$ cat config.mk
export PLATFORM = sky130hd
export DESIGN_NAME = div_pipe_param
export DESIGN_NICKNAME = d
export VERILOG_FILES = /design/src/rtl/div_pipe_param.sv
export SDC_FILE = /design/constraint.sdc
export NUM_CORES = 2
export LEC_CHECK = 0
export CAP_MARGIN = 20
export CORE_MARGIN = 10
export CORE_UTILIZATION = 45
export DETAILED_ROUTE_END_ITERATION = 10
export PLACE_DENSITY = 0.57
export SYNTH_ARGS = -nofsm -noshare
export SYNTH_HDL_FRONTEND = slang
export SYNTH_SLANG_ARGS = --single-unit
$ cat constraint.sdc
create_clock -name clk -period 26.8 [get_ports clk]
set_input_delay 5.36 -clock clk [delete_from_list [all_inputs] [get_ports clk]]
set_output_delay 5.36 -clock clk [all_outputs]
set_load 0.02 [all_outputs]
$ cat src/rtl/div_pipe_param.sv
// Fully pipelined restoring divider for DIV/DIVU/REM/REMU with RISC-V divide-by-zero
// and overflow results; ITERS restoring steps per stage, STAGES = WIDTH/ITERS stages.
module div_pipe_param #(
    parameter int WIDTH = 32,
    parameter int ITERS = 4,
    parameter int TAG_W = 5
) (
    input  logic             clk,
    input  logic             rst,
    input  logic             stall,
    input  logic             i_valid,
    input  logic             i_signed,
    input  logic [TAG_W-1:0] i_tag,
    input  logic [WIDTH-1:0] i_dividend,
    input  logic [WIDTH-1:0] i_divisor,
    output logic             o_valid,
    output logic [TAG_W-1:0] o_tag,
    output logic [WIDTH-1:0] o_quotient,
    output logic [WIDTH-1:0] o_remainder,
    output logic             o_div_by_zero
);
    localparam int STAGES = WIDTH / ITERS;
    localparam int LAST   = STAGES - 1;

    // Operands are reduced to magnitudes; signs are carried alongside and re-applied at the end.
    logic             dvd_neg;
    logic             dvs_neg;
    logic [WIDTH-1:0] cond_dvd;
    logic [WIDTH-1:0] cond_dvs;
    logic             cond_dz;

    assign dvd_neg  = i_signed & i_dividend[WIDTH-1];
    assign dvs_neg  = i_signed & i_divisor[WIDTH-1];
    assign cond_dvd = dvd_neg ? -i_dividend : i_dividend;
    assign cond_dvs = dvs_neg ? -i_divisor : i_divisor;
    assign cond_dz  = (i_divisor == '0);

    logic [WIDTH-1:0] rem_reg  [STAGES];
    logic [WIDTH-1:0] quo_reg  [STAGES];
    logic [WIDTH-1:0] dvd_reg  [STAGES];
    logic [WIDTH-1:0] dvs_reg  [STAGES];
    logic [TAG_W-1:0] tag_reg  [STAGES];
    logic [STAGES-1:0] valid_reg;
    logic [STAGES-1:0] neg_q_reg;
    logic [STAGES-1:0] neg_r_reg;
    logic [STAGES-1:0] dz_reg;

    logic [WIDTH-1:0] rem_next [STAGES];
    logic [WIDTH-1:0] quo_next [STAGES];
    logic [WIDTH-1:0] dvd_next [STAGES];

    // One stage worth of restoring steps; the trial value keeps the carry bit (WIDTH+1 wide).
    function automatic void div_iters(
        input  logic [WIDTH-1:0] rem_in,
        input  logic [WIDTH-1:0] quo_in,
        input  logic [WIDTH-1:0] dvd_in,
        input  logic [WIDTH-1:0] dvs,
        output logic [WIDTH-1:0] rem_out,
        output logic [WIDTH-1:0] quo_out,
        output logic [WIDTH-1:0] dvd_out
    );
        logic [WIDTH:0] trial;
        rem_out = rem_in;
        quo_out = quo_in;
        dvd_out = dvd_in;
        for (int i = 0; i < ITERS; i++) begin
            trial = {rem_out, dvd_out[WIDTH-1]};
            if (trial >= {1'b0, dvs}) begin
                rem_out = WIDTH'(trial - {1'b0, dvs});
                quo_out = {quo_out[WIDTH-2:0], 1'b1};
            end else begin
                rem_out = trial[WIDTH-1:0];
                quo_out = {quo_out[WIDTH-2:0], 1'b0};
            end
            dvd_out = dvd_out << 1;
        end
    endfunction

    always_comb begin
        for (int s = 0; s < STAGES; s++) begin
            rem_next[s] = '0;
            quo_next[s] = '0;
            dvd_next[s] = '0;
        end
        div_iters('0, '0, cond_dvd, cond_dvs, rem_next[0], quo_next[0], dvd_next[0]);
        for (int s = 1; s < STAGES; s++) begin
            div_iters(rem_reg[s-1], quo_reg[s-1], dvd_reg[s-1], dvs_reg[s-1],
                      rem_next[s], quo_next[s], dvd_next[s]);
        end
    end

    // Reset wins over stall; a stalled edge freezes every stage, valid bits included.
    always_ff @(posedge clk) begin
        if (rst) begin
            for (int s = 0; s < STAGES; s++) begin
                rem_reg[s] <= '0;
                quo_reg[s] <= '0;
                dvd_reg[s] <= '0;
                dvs_reg[s] <= '0;
                tag_reg[s] <= '0;
            end
            valid_reg <= '0;
            neg_q_reg <= '0;
            neg_r_reg <= '0;
            dz_reg    <= '0;
        end else if (!stall) begin
            for (int s = 0; s < STAGES; s++) begin
                rem_reg[s] <= rem_next[s];
                quo_reg[s] <= quo_next[s];
                dvd_reg[s] <= dvd_next[s];
            end
            dvs_reg[0]   <= cond_dvs;
            tag_reg[0]   <= i_tag;
            valid_reg[0] <= i_valid;
            neg_q_reg[0] <= dvd_neg ^ dvs_neg;
            neg_r_reg[0] <= dvd_neg;
            dz_reg[0]    <= cond_dz;
            for (int s = 1; s < STAGES; s++) begin
                dvs_reg[s]   <= dvs_reg[s-1];
                tag_reg[s]   <= tag_reg[s-1];
                valid_reg[s] <= valid_reg[s-1];
                neg_q_reg[s] <= neg_q_reg[s-1];
                neg_r_reg[s] <= neg_r_reg[s-1];
                dz_reg[s]    <= dz_reg[s-1];
            end
        end
    end

    // Divide-by-zero keeps the all-ones quotient unsigned so DIV x/0 still returns -1.
    assign o_valid       = valid_reg[LAST];
    assign o_tag         = tag_reg[LAST];
    assign o_div_by_zero = dz_reg[LAST];
    assign o_quotient    = (neg_q_reg[LAST] && !dz_reg[LAST]) ? -quo_reg[LAST] : quo_reg[LAST];
    assign o_remainder   = neg_r_reg[LAST] ? -rem_reg[LAST] : rem_reg[LAST];

endmodule

==> impl_metrics.yaml <==
floorplanning:
  dieHeight_um: 468
  coreArea_um2: 200000
  rows: 164
  die-area_um2: 219000
  ios: 145
  die_w_um: 468
  initial_core_util_pct: 45.3
clock_tree:
  clk_pin_slew_ns: 0.07
  cts_tree: "built"
  ctsHtreeMaxLevel: 3
  cts_setup_buffers: 0
  clock-sinks: 808
  clk_path_buf_depth: 3
  cts_buffers: 92
  cts_resized: 0
  clock_latency_ns: 0.78
  cts_root_buf: "clkbuf_16"
  hold_buffers: 0
outcome:
  outcome: "completed"
drt:
  wl_per_cell_um: 20.6
  drt_iter0_markers: 5972
  drtPass1Iterations: 8
  vias: 78597
  antenna_left: 0
  drc: 0
  vias_per_cell: 5.90
  drt-total-wl_mm: 274
setup_path:
  slowest_delay_ns: 0.68
  rr_startpoint: "dvs_reg[0][1]"
  crit_family: "compound AO/OA/AOI/OAI gates"
  worstPathBufferInverterCount: 8
  required_ns: 27.26
  worstRegToRegCells: 54
  cp_max_fo: 38
  rrSetupSlack_ns: 10.59
  cp.arrival_ns: 21.23
  critPathKind: "input pin to flip-flop"
  path_common_cell: "o21ai_0"
  crit_path_start_kind: "input pin"
  cp_slowest_cell: "and2_1"
  timing.rr.end: "rem_reg[0][59]"
  cp-end-kind: "flip-flop"
logic_synthesis:
  syn_area_per_cell_um2: 8.53
  synth_area_leader_cell: "edfxtp_1"
  synth-main-ff-cell: "edfxtp_1"
  synth_warnings: 0
  yosysUniqueCellTypes: 108
  synth_edf_count: 776
  synth_area_um2: 90400
  synth_seq_area_share_pct: 26.5
  synthArstFlopShare_pct: 0
  ys_ff_latch: 808
  netlist.area_leader.share_pct: 25.8
  syn_inst: 10600
  syn-num-nets: 11703
  netlist_top_cells_area: "edfxtp_1, ha_1, xnor2_1"
placement:
  port_buffers: 144
  dp_cells: 13152
  hpwl_mm: 220
  gp_congestion: 0.929
flow_run:
  cap_violations: 0
timing:
  fmax_mhz: 48.1
  min_period_ns: 20.78
  hold_viol_final: 0
  period_share_pct: 77.5
  worst_slew_pin_slew_ns: 1.18
  setup_viol: 0
  slew_headroom_pct: 20.7
  finalClockSkew_ns: 0.0569
  rsz0062_at_grt: "no"
  slew_viol_final: 0
  setup_tns_ns: 0
final_layout:
  fin_nets: 11697
  largest_reg_flops: 256
  area_growth_syn_to_layout_pct: 8.26
  layout_common_cells: "nor2_1, ha_1, a21oi_1"
  final_common_cell: "nor2_1"
  fin_cells: 13332
  drive_gt1_share_pct: 6.53
global_routing:
  grt_pass1_wl_mm: 424
  antenna_found_initial: 12
  grt_pass1_vias: 74416
  groute.usage.overall_pct: 24.0
  grt_max_degree: 182
  grt-ovfl-total: 0
worst_hold_path:
  hold_class: "flip-flop to flip-flop"
  holdCritStartpoint: "neg_r_reg[4]"
  whs_path_depth: 2
  hold_path_end: "neg_r_reg[5]"
## synthesized netlist by cell type, drive strengths merged (211+ instances only)
master / n
a21o: 479
a21oi: 878
and2: 235
clkbuf: 260
edfxtp: 776
ha: 998
inv: 574
mux2: 330
mux2i: 265
nand2: 692
nand3: 211
nor2: 1113
o21ai: 667
xnor2: 624
xor2: 293
## kinds of logic after synthesis
| logic type | share of synthesized area [%] |
|---|---|
| adder cells (fa/ha/maj) | 14.5 |
| multiplexers | 7.04 |
| XOR/XNOR | 8.88 |
| buffers and inverters | 3.89 |
| AND/OR/NAND/NOR | 17.4 |
| AO/OA/AOI/OAI | 21.8 |
| flip-flops | 26.5 |
## worst min-delay path, stage by stage, from the launching register on
cell and delay, ns:
dfxtp_1 0.32, mux2i_1 0.06, nor2_1 0.08
## layout make-up
type / instances / area (um^2)
Fill cell: 19211 / 102000
Multi-Input combinational cell: 8890 / 63200
Sequential cell: 808 / 23900
Tap cell: 2656 / 3320
Clock buffer: 109 / 2370
Inverter: 575 / 2160
Timing Repair Buffer: 227 / 2110
Clock inverter: 62 / 828
Antenna cell: 5 / 12.5
## through the flow
stage / hold slack (ns) / worst slack (ns) / cell area (um^2) / util [%]
after floorplan: 0.458 / 2.80 / 90400 / -
after global placement: 0.471 / 5.61 / 94700 / 47.4
after detailed placement: 0.482 / 5.59 / 94700 / 47.4
after CTS: 0.468 / 6.31 / 97800 / 49.0
after global routing: 0.484 / 4.95 / 97900 / 49.0
final: 0.467 / 6.02 / 97900 / 49.0
## worst max-delay path by stage
stage,start,end,slack (ns),cells past startpoint
3_3_place_gp,i_dividend[2],rem_reg[0][15],5.61,64
5_1_grt,i_dividend[2],rem_reg[0][28],4.95,64
4_1_cts,i_dividend[2],rem_reg[0][2],6.31,64
2_1_floorplan,stall,dvd_reg[0][0],2.80,3
3_5_place_dp,i_dividend[2],rem_reg[0][2],5.59,64
6_report,i_dividend[2],rem_reg[0][26],6.02,64
## routing by layer
layer / vias to the layer above / GRT usage (%) / wire length [um]
met5: - / 0 / 20
met3: 324 / 2.17 / 12200
li1: 39003 / - / -
met4: 2 / 7.47 / 8340
met2: 1804 / 39.9 / 127000
met1: 37464 / 32.9 / 127000
Power is left out: the tool's default activity adds up to more than one toggle a clock period on the data nets, which glitch-free logic cannot reach.
